--- src/rtl/amp_seq_ctrl.sv ---
// amp_seq_ctrl: power sequencer and duty slew controller for the class-D amplifier
// and the PWM generator.
//
// Sequence: amplifier enable -> settle -> unmute -> duty ramp-up -> slew-limited
// tracking -> ramp-down -> mute hold -> disable. An amplifier fault forces the duty
// to zero and parks the block in FAULT until software drops enable_req.
//
// Ports:
//   clk          system clock
//   resetb       asynchronous active-low reset
//   enable_req   amplifier enable request (clk domain)
//   target_duty  requested PWM duty
//   amp_fault    active-high amplifier fault (already synchronised)
//   duty_out     duty to the PWM generator
//   amp_nenable  active-low amplifier enable
//   amp_mute     active-high amplifier mute
//   busy         high in any transitional state
//   state_mon    current state encoding

module amp_seq_ctrl #(
    parameter int unsigned SETTLE_CYCLES = 1024,
    parameter int unsigned RAMP_DIV      = 256
) (
    input  logic       clk,
    input  logic       resetb,
    input  logic       enable_req,
    input  logic [7:0] target_duty,
    input  logic       amp_fault,
    output logic [7:0] duty_out,
    output logic       amp_nenable,
    output logic       amp_mute,
    output logic       busy,
    output logic [2:0] state_mon
);

    typedef enum logic [2:0] {
        StOff      = 3'd0,
        StSettle   = 3'd1,
        StRampUp   = 3'd2,
        StRun      = 3'd3,
        StRampDown = 3'd4,
        StMuteHold = 3'd5,
        StFault    = 3'd6
    } state_e;

    localparam logic [15:0] SettleLoad = 16'(SETTLE_CYCLES - 1);
    localparam logic [15:0] DivMax     = 16'(RAMP_DIV - 1);

    state_e      state_q;
    state_e      state_d;
    logic [15:0] cnt_q;
    logic [15:0] cnt_d;
    logic [15:0] presc_q;
    logic [7:0]  duty_d;
    logic        tick;
    logic [7:0]  duty_up;
    logic [7:0]  duty_dn;
    logic [7:0]  duty_toward;

    // Free-running prescaler; the tick is the wrap cycle, so RAMP_DIV=1 ticks every cycle.
    assign tick = (presc_q == DivMax);

    always_ff @(posedge clk or negedge resetb) begin
        if (!resetb) begin
            presc_q <= 16'd0;
        end else if (tick) begin
            presc_q <= 16'd0;
        end else begin
            presc_q <= presc_q + 16'd1;
        end
    end

    // Saturating single-LSB steps; duty never wraps in either direction.
    always_comb begin
        duty_up     = (duty_out != 8'hFF) ? duty_out + 8'd1 : duty_out;
        duty_dn     = (duty_out != 8'h00) ? duty_out - 8'd1 : duty_out;
        duty_toward = duty_out;
        if (duty_out < target_duty) begin
            duty_toward = duty_up;
        end else if (duty_out > target_duty) begin
            duty_toward = duty_dn;
        end
    end

    always_comb begin
        state_d = state_q;
        cnt_d   = cnt_q;
        duty_d  = duty_out;
        if (amp_fault && (state_q != StOff)) begin
            // Fault overrides every other transition and kills the duty at once.
            state_d = StFault;
            duty_d  = 8'd0;
        end else begin
            case (state_q)
                StOff: begin
                    duty_d = 8'd0;
                    if (enable_req && !amp_fault) begin
                        state_d = StSettle;
                        cnt_d   = SettleLoad;
                    end
                end
                StSettle: begin
                    if (!enable_req) begin
                        state_d = StMuteHold;
                        cnt_d   = SettleLoad;
                    end else if (cnt_q == 16'd0) begin
                        state_d = StRampUp;
                    end else begin
                        cnt_d = cnt_q - 16'd1;
                    end
                end
                StRampUp: begin
                    if (!enable_req) begin
                        state_d = StRampDown;
                    end else if (duty_out == target_duty) begin
                        state_d = StRun;
                    end else if (tick) begin
                        duty_d = duty_toward;
                    end
                end
                StRun: begin
                    if (!enable_req) begin
                        state_d = StRampDown;
                    end else if (tick) begin
                        duty_d = duty_toward;
                    end
                end
                StRampDown: begin
                    if (enable_req) begin
                        state_d = StRampUp;
                    end else if (duty_out == 8'd0) begin
                        state_d = StMuteHold;
                        cnt_d   = SettleLoad;
                    end else if (tick) begin
                        duty_d = duty_dn;
                    end
                end
                StMuteHold: begin
                    if (cnt_q == 16'd0) begin
                        state_d = StOff;
                    end else begin
                        cnt_d = cnt_q - 16'd1;
                    end
                end
                StFault: begin
                    duty_d = 8'd0;
                    // Exit needs software acknowledge: enable dropped and fault gone.
                    if (!enable_req && !amp_fault) begin
                        state_d = StOff;
                    end
                end
                default: begin
                    state_d = StOff;
                    cnt_d   = 16'd0;
                    duty_d  = 8'd0;
                end
            endcase
        end
    end

    // State, counter, duty and decoded outputs all registered together; the pad outputs
    // are decoded from the next state so they line up with state_mon.
    always_ff @(posedge clk or negedge resetb) begin
        if (!resetb) begin
            state_q     <= StOff;
            cnt_q       <= 16'd0;
            duty_out    <= 8'd0;
            amp_nenable <= 1'b1;
            amp_mute    <= 1'b1;
            busy        <= 1'b0;
            state_mon   <= 3'd0;
        end else begin
            state_q     <= state_d;
            cnt_q       <= cnt_d;
            duty_out    <= duty_d;
            amp_nenable <= (state_d == StOff) || (state_d == StFault);
            amp_mute    <= !((state_d == StRampUp) || (state_d == StRun) ||
                             (state_d == StRampDown));
            busy        <= (state_d == StSettle) || (state_d == StRampUp) ||
                           (state_d == StRampDown) || (state_d == StMuteHold);
            state_mon   <= state_d;
        end
    end

endmodule

--- config.mk ---
export PLATFORM = sky130hd
export DESIGN_NAME = amp_seq_ctrl
export DESIGN_NICKNAME = d
export VERILOG_FILES = /design/src/rtl/amp_seq_ctrl.sv
export SDC_FILE = /design/constraint.sdc
export NUM_CORES = 1
export LEC_CHECK = 0
export BUFFER_PORTS_ARGS = -buffer_cell sky130_fd_sc_hd__buf_4
export CAP_MARGIN = 20
export CORE_MARGIN = 5
export CORE_UTILIZATION = 30
export DETAILED_ROUTE_END_ITERATION = 6
export PLACE_DENSITY = 0.57
export SYNTH_ARGS = -nofsm -noshare
export SYNTH_HDL_FRONTEND = slang
export SYNTH_SLANG_ARGS = --single-unit
--- constraint.sdc ---
create_clock -name clk -period 3.6 [get_ports clk]
set_input_delay 0.54 -clock clk [delete_from_list [all_inputs] [get_ports clk]]
set_output_delay 0.54 -clock clk [all_outputs]
set_load 0.005 [all_outputs]
==> impl_metrics.toml <==
[cells_and_area]
utilization = 0.3561
nFillCells = 1079
mostFrequentLayoutCells = "dfrtp_1, nor2_1, nand2_1"
drive_gt1_frac = 0.1347
final_common_cell = "dfrtp_1"
nets = 410
syn_to_final_growth_pct = 15.35
n_antenna_cell = 0

[power]
ir_drop_uv = 253.1
p_leak_uw = 0.001568
power_switching_share = 0.3948
p_comb_frac = 0.404
clockPowerShare = 0.207
seqPwrFrac = 0.388
power_density_nw_per_um2 = 558.2
p_int_uw = 1181
p_sw_uw = 770.6

[routing]
via_per_inst = 5.110
via_count = 2652
firstDrtPassIters = 5
drcViolationCount = 0
post_drt_wl_per_cell_um = 13.71
ant_nets = 0
drt_first_iter_violations = 123
drt_wl_total_um = 7116

[logic_synthesis]
syn_avg_cell_area_um2 = 8.445
ys_seq_elements = 46
synthCells = 359
synth.net_count = 384
synthFlopType = "dfrtp_1"
ys_warn_count = 0
yosysSeqAreaShare = 0.3805
ys_types = 54
synth_area_um2 = 3032
async_reset_ff_frac = 1.000
synth-edff-count = 0

[floorplan]
rows = 36
boundaryPins = 26
dieArea_um2 = 12220
die_h_um = 110.5
fp.coreArea_um2 = 9819
fp.dieW_um = 110.5
start_util = 0.3087

[worst_setup_path]
setup.worst_path.end_class = "flop"
crit_required_ns = 3.83
critPathKind = "reg2reg"
arrival_ns = 3.36
worstSetupStartpointType = "flop"
cp_max_fo = 8

[worst_hold_path]
hold_path.class = "in2async"

[clock_tree]
ctsHoldBuffers = 0
post_cts_resized = 0
clk-insertion-delay-late_ns = 0.30
cts_tree = "yes"
clk_path_buf_depth = 2
post_cts_buffers = 0
clk_pin_slew_ns = 0.10
cts_inserted_buffers = 5
htree_levels = 2
ctsRootBufferMaster = "clkbuf_8"
cts.sinks = 46

[global_routing]
antenna_found_initial = 0
grt_overflow = 0
grt_pass1_vias = 2628
grt_usage = 0.1182
grt_pass1_wl_um = 12530
grt_start_max_net_pins = 47

[placement]
place_congestion = 0.8267
dpl.hpwl_um = 5194
io_buffers = 25

[sta]
setup_violations = 0
rsz0062_at_grt = "no"
final.min_clock_period_ns = 3.126
fmax_ghz = 0.3199
fin_setup_tns_ns = 0
min_period_over_period = 0.8682
hold_viol_final = 0
final_max_slew_viol_count = 0
max-slew-margin-rel = 0.5622
worstMarginPinSlew_ns = 0.6498
clock_skew_ns = 0.009806

[outcome]
status = "finished, final reports clean"

[flow_run]
max_cap_viol_count = 0
[metrics by stage]
stage	total power (uW)	setup slack (ns)	area [um^2]	hold slack (ns)	instances
2_1_floorplan	1303	0.6278	3032	0.2444	359
3_3_place_gp	1551	0.6056	3379	0.4462	511
3_5_place_dp	1555	0.5177	3379	0.4527	511
4_1_cts	1972	0.4940	3497	0.2625	519
5_1_grt	2126	0.3261	3497	0.2946	519
6_report	1952	0.4745	3497	0.2338	519
[cells in the mapped netlist (all sizes together), types with 2 or more instances]
| library cell | number | share of area |
|---|---|---|
| nor4 | 5 | 0.010 |
| or4b | 2 | 0.0078 |
| buf | 4 | 0.011 |
| and3 | 2 | 0.0041 |
| or4 | 5 | 0.012 |
| nor3 | 14 | 0.025 |
| o221ai | 3 | 0.0087 |
| nand2 | 37 | 0.046 |
| ha | 13 | 0.054 |
| dfstp | 2 | 0.017 |
| a31oi | 5 | 0.010 |
| nand2b | 5 | 0.010 |
| mux2i | 3 | 0.0099 |
| inv | 19 | 0.024 |
| nor3b | 2 | 0.0050 |
| o21ai | 31 | 0.051 |
| a22o | 3 | 0.0087 |
| and2 | 2 | 0.0041 |
| o21bai | 4 | 0.0099 |
| nor2 | 41 | 0.051 |
| dfrtp | 44 | 0.36 |
| o31ai | 5 | 0.012 |
| o41ai | 2 | 0.0058 |
| o22a | 2 | 0.0058 |
| or3 | 5 | 0.012 |
| clkbuf | 11 | 0.014 |
| nand4 | 6 | 0.012 |
| nor2b | 7 | 0.014 |
| nand3 | 9 | 0.015 |
| a22oi | 7 | 0.017 |
| xor2 | 11 | 0.032 |
| a21oi | 17 | 0.028 |
| xnor2 | 15 | 0.043 |
[path summary, 6_finish.rpt]
path                                   from     endpoint  slack (ns)  depth (start not counted)
worst max-delay path            duty_out[0]    cnt_q[14]        0.47                          8
worst min-delay path                 resetb  presc_q[13]        0.23                          1
worst max register to register  duty_out[0]    cnt_q[14]        0.47                          8
worst min register to register   presc_q[0]   presc_q[0]        0.46                          1
max in group asynchronous            resetb  duty_out[4]        2.95                          1
min in group clk                 presc_q[0]   presc_q[0]        0.46                          1
[layer usage]
metal / part of all wire / global-route usage
met1: 0.51 / 0.1676
met2: 0.44 / 0.1861
met3: 0.042 / 0.02188
met4: 0.010 / 0.02791
met5: 0 / 0
[final cells by class]
cell class | count | area, um^2 | area share
multi-input combinational | 279 | 1733 | 0.4955
sequential | 46 | 1154 | 0.3299
timing repair buffer | 34 | 255.2 | 0.07299
tap | 133 | 166.4 | 0.04759
inverter | 19 | 71.32 | 0.02039
clock buffer | 5 | 68.82 | 0.01968
clock inverter | 3 | 48.80 | 0.01395
[kinds of logic (layout without fill, tap and decap cells)]
logic type	count (synthesis)	after routing	share of synthesized area
and+or+nand+nor	146	146	0.2402
AOI/OAI and AO/OA	91	91	0.1927
DFF	46	46	0.3805
buffers and inverters	34	61	0.04787
xor gates and xnor gates	26	26	0.07511
adders and majority gates	13	13	0.05365
muxes	3	3	0.009905
[flip-flops by register name (all words and copies together) (netlist names)]
| name | cells |
|---|---|
| amp_mute | 1 |
| duty_out | 8 |
| state_q | 3 |
| presc_q | 16 |
| amp_nenable | 1 |
| busy | 1 |
| cnt_q | 16 |
[power by group through the flow]
stage / clock (uW) / sequential [uW] / combinational, uW
after floorplan: 0 / 719 / 584
after global placement: 0 / 764 / 787
after detailed placement: 0 / 765 / 790
after CTS: 422 / 757 / 792
after global routing: 444 / 779 / 903
final: 405 / 758 / 789
[critical path, cell delays in order, from the launching register on]
cell,delay (ns)
dfrtp_1,0.46
inv_1,0.14
ha_1,0.19
or4b_4,0.49
or4_1,0.58
a211o_1,0.35
or3_4,0.40
or3_1,0.31
a21oi_1,0.15
No activity file was read; power rests on OpenSTA's default activity.
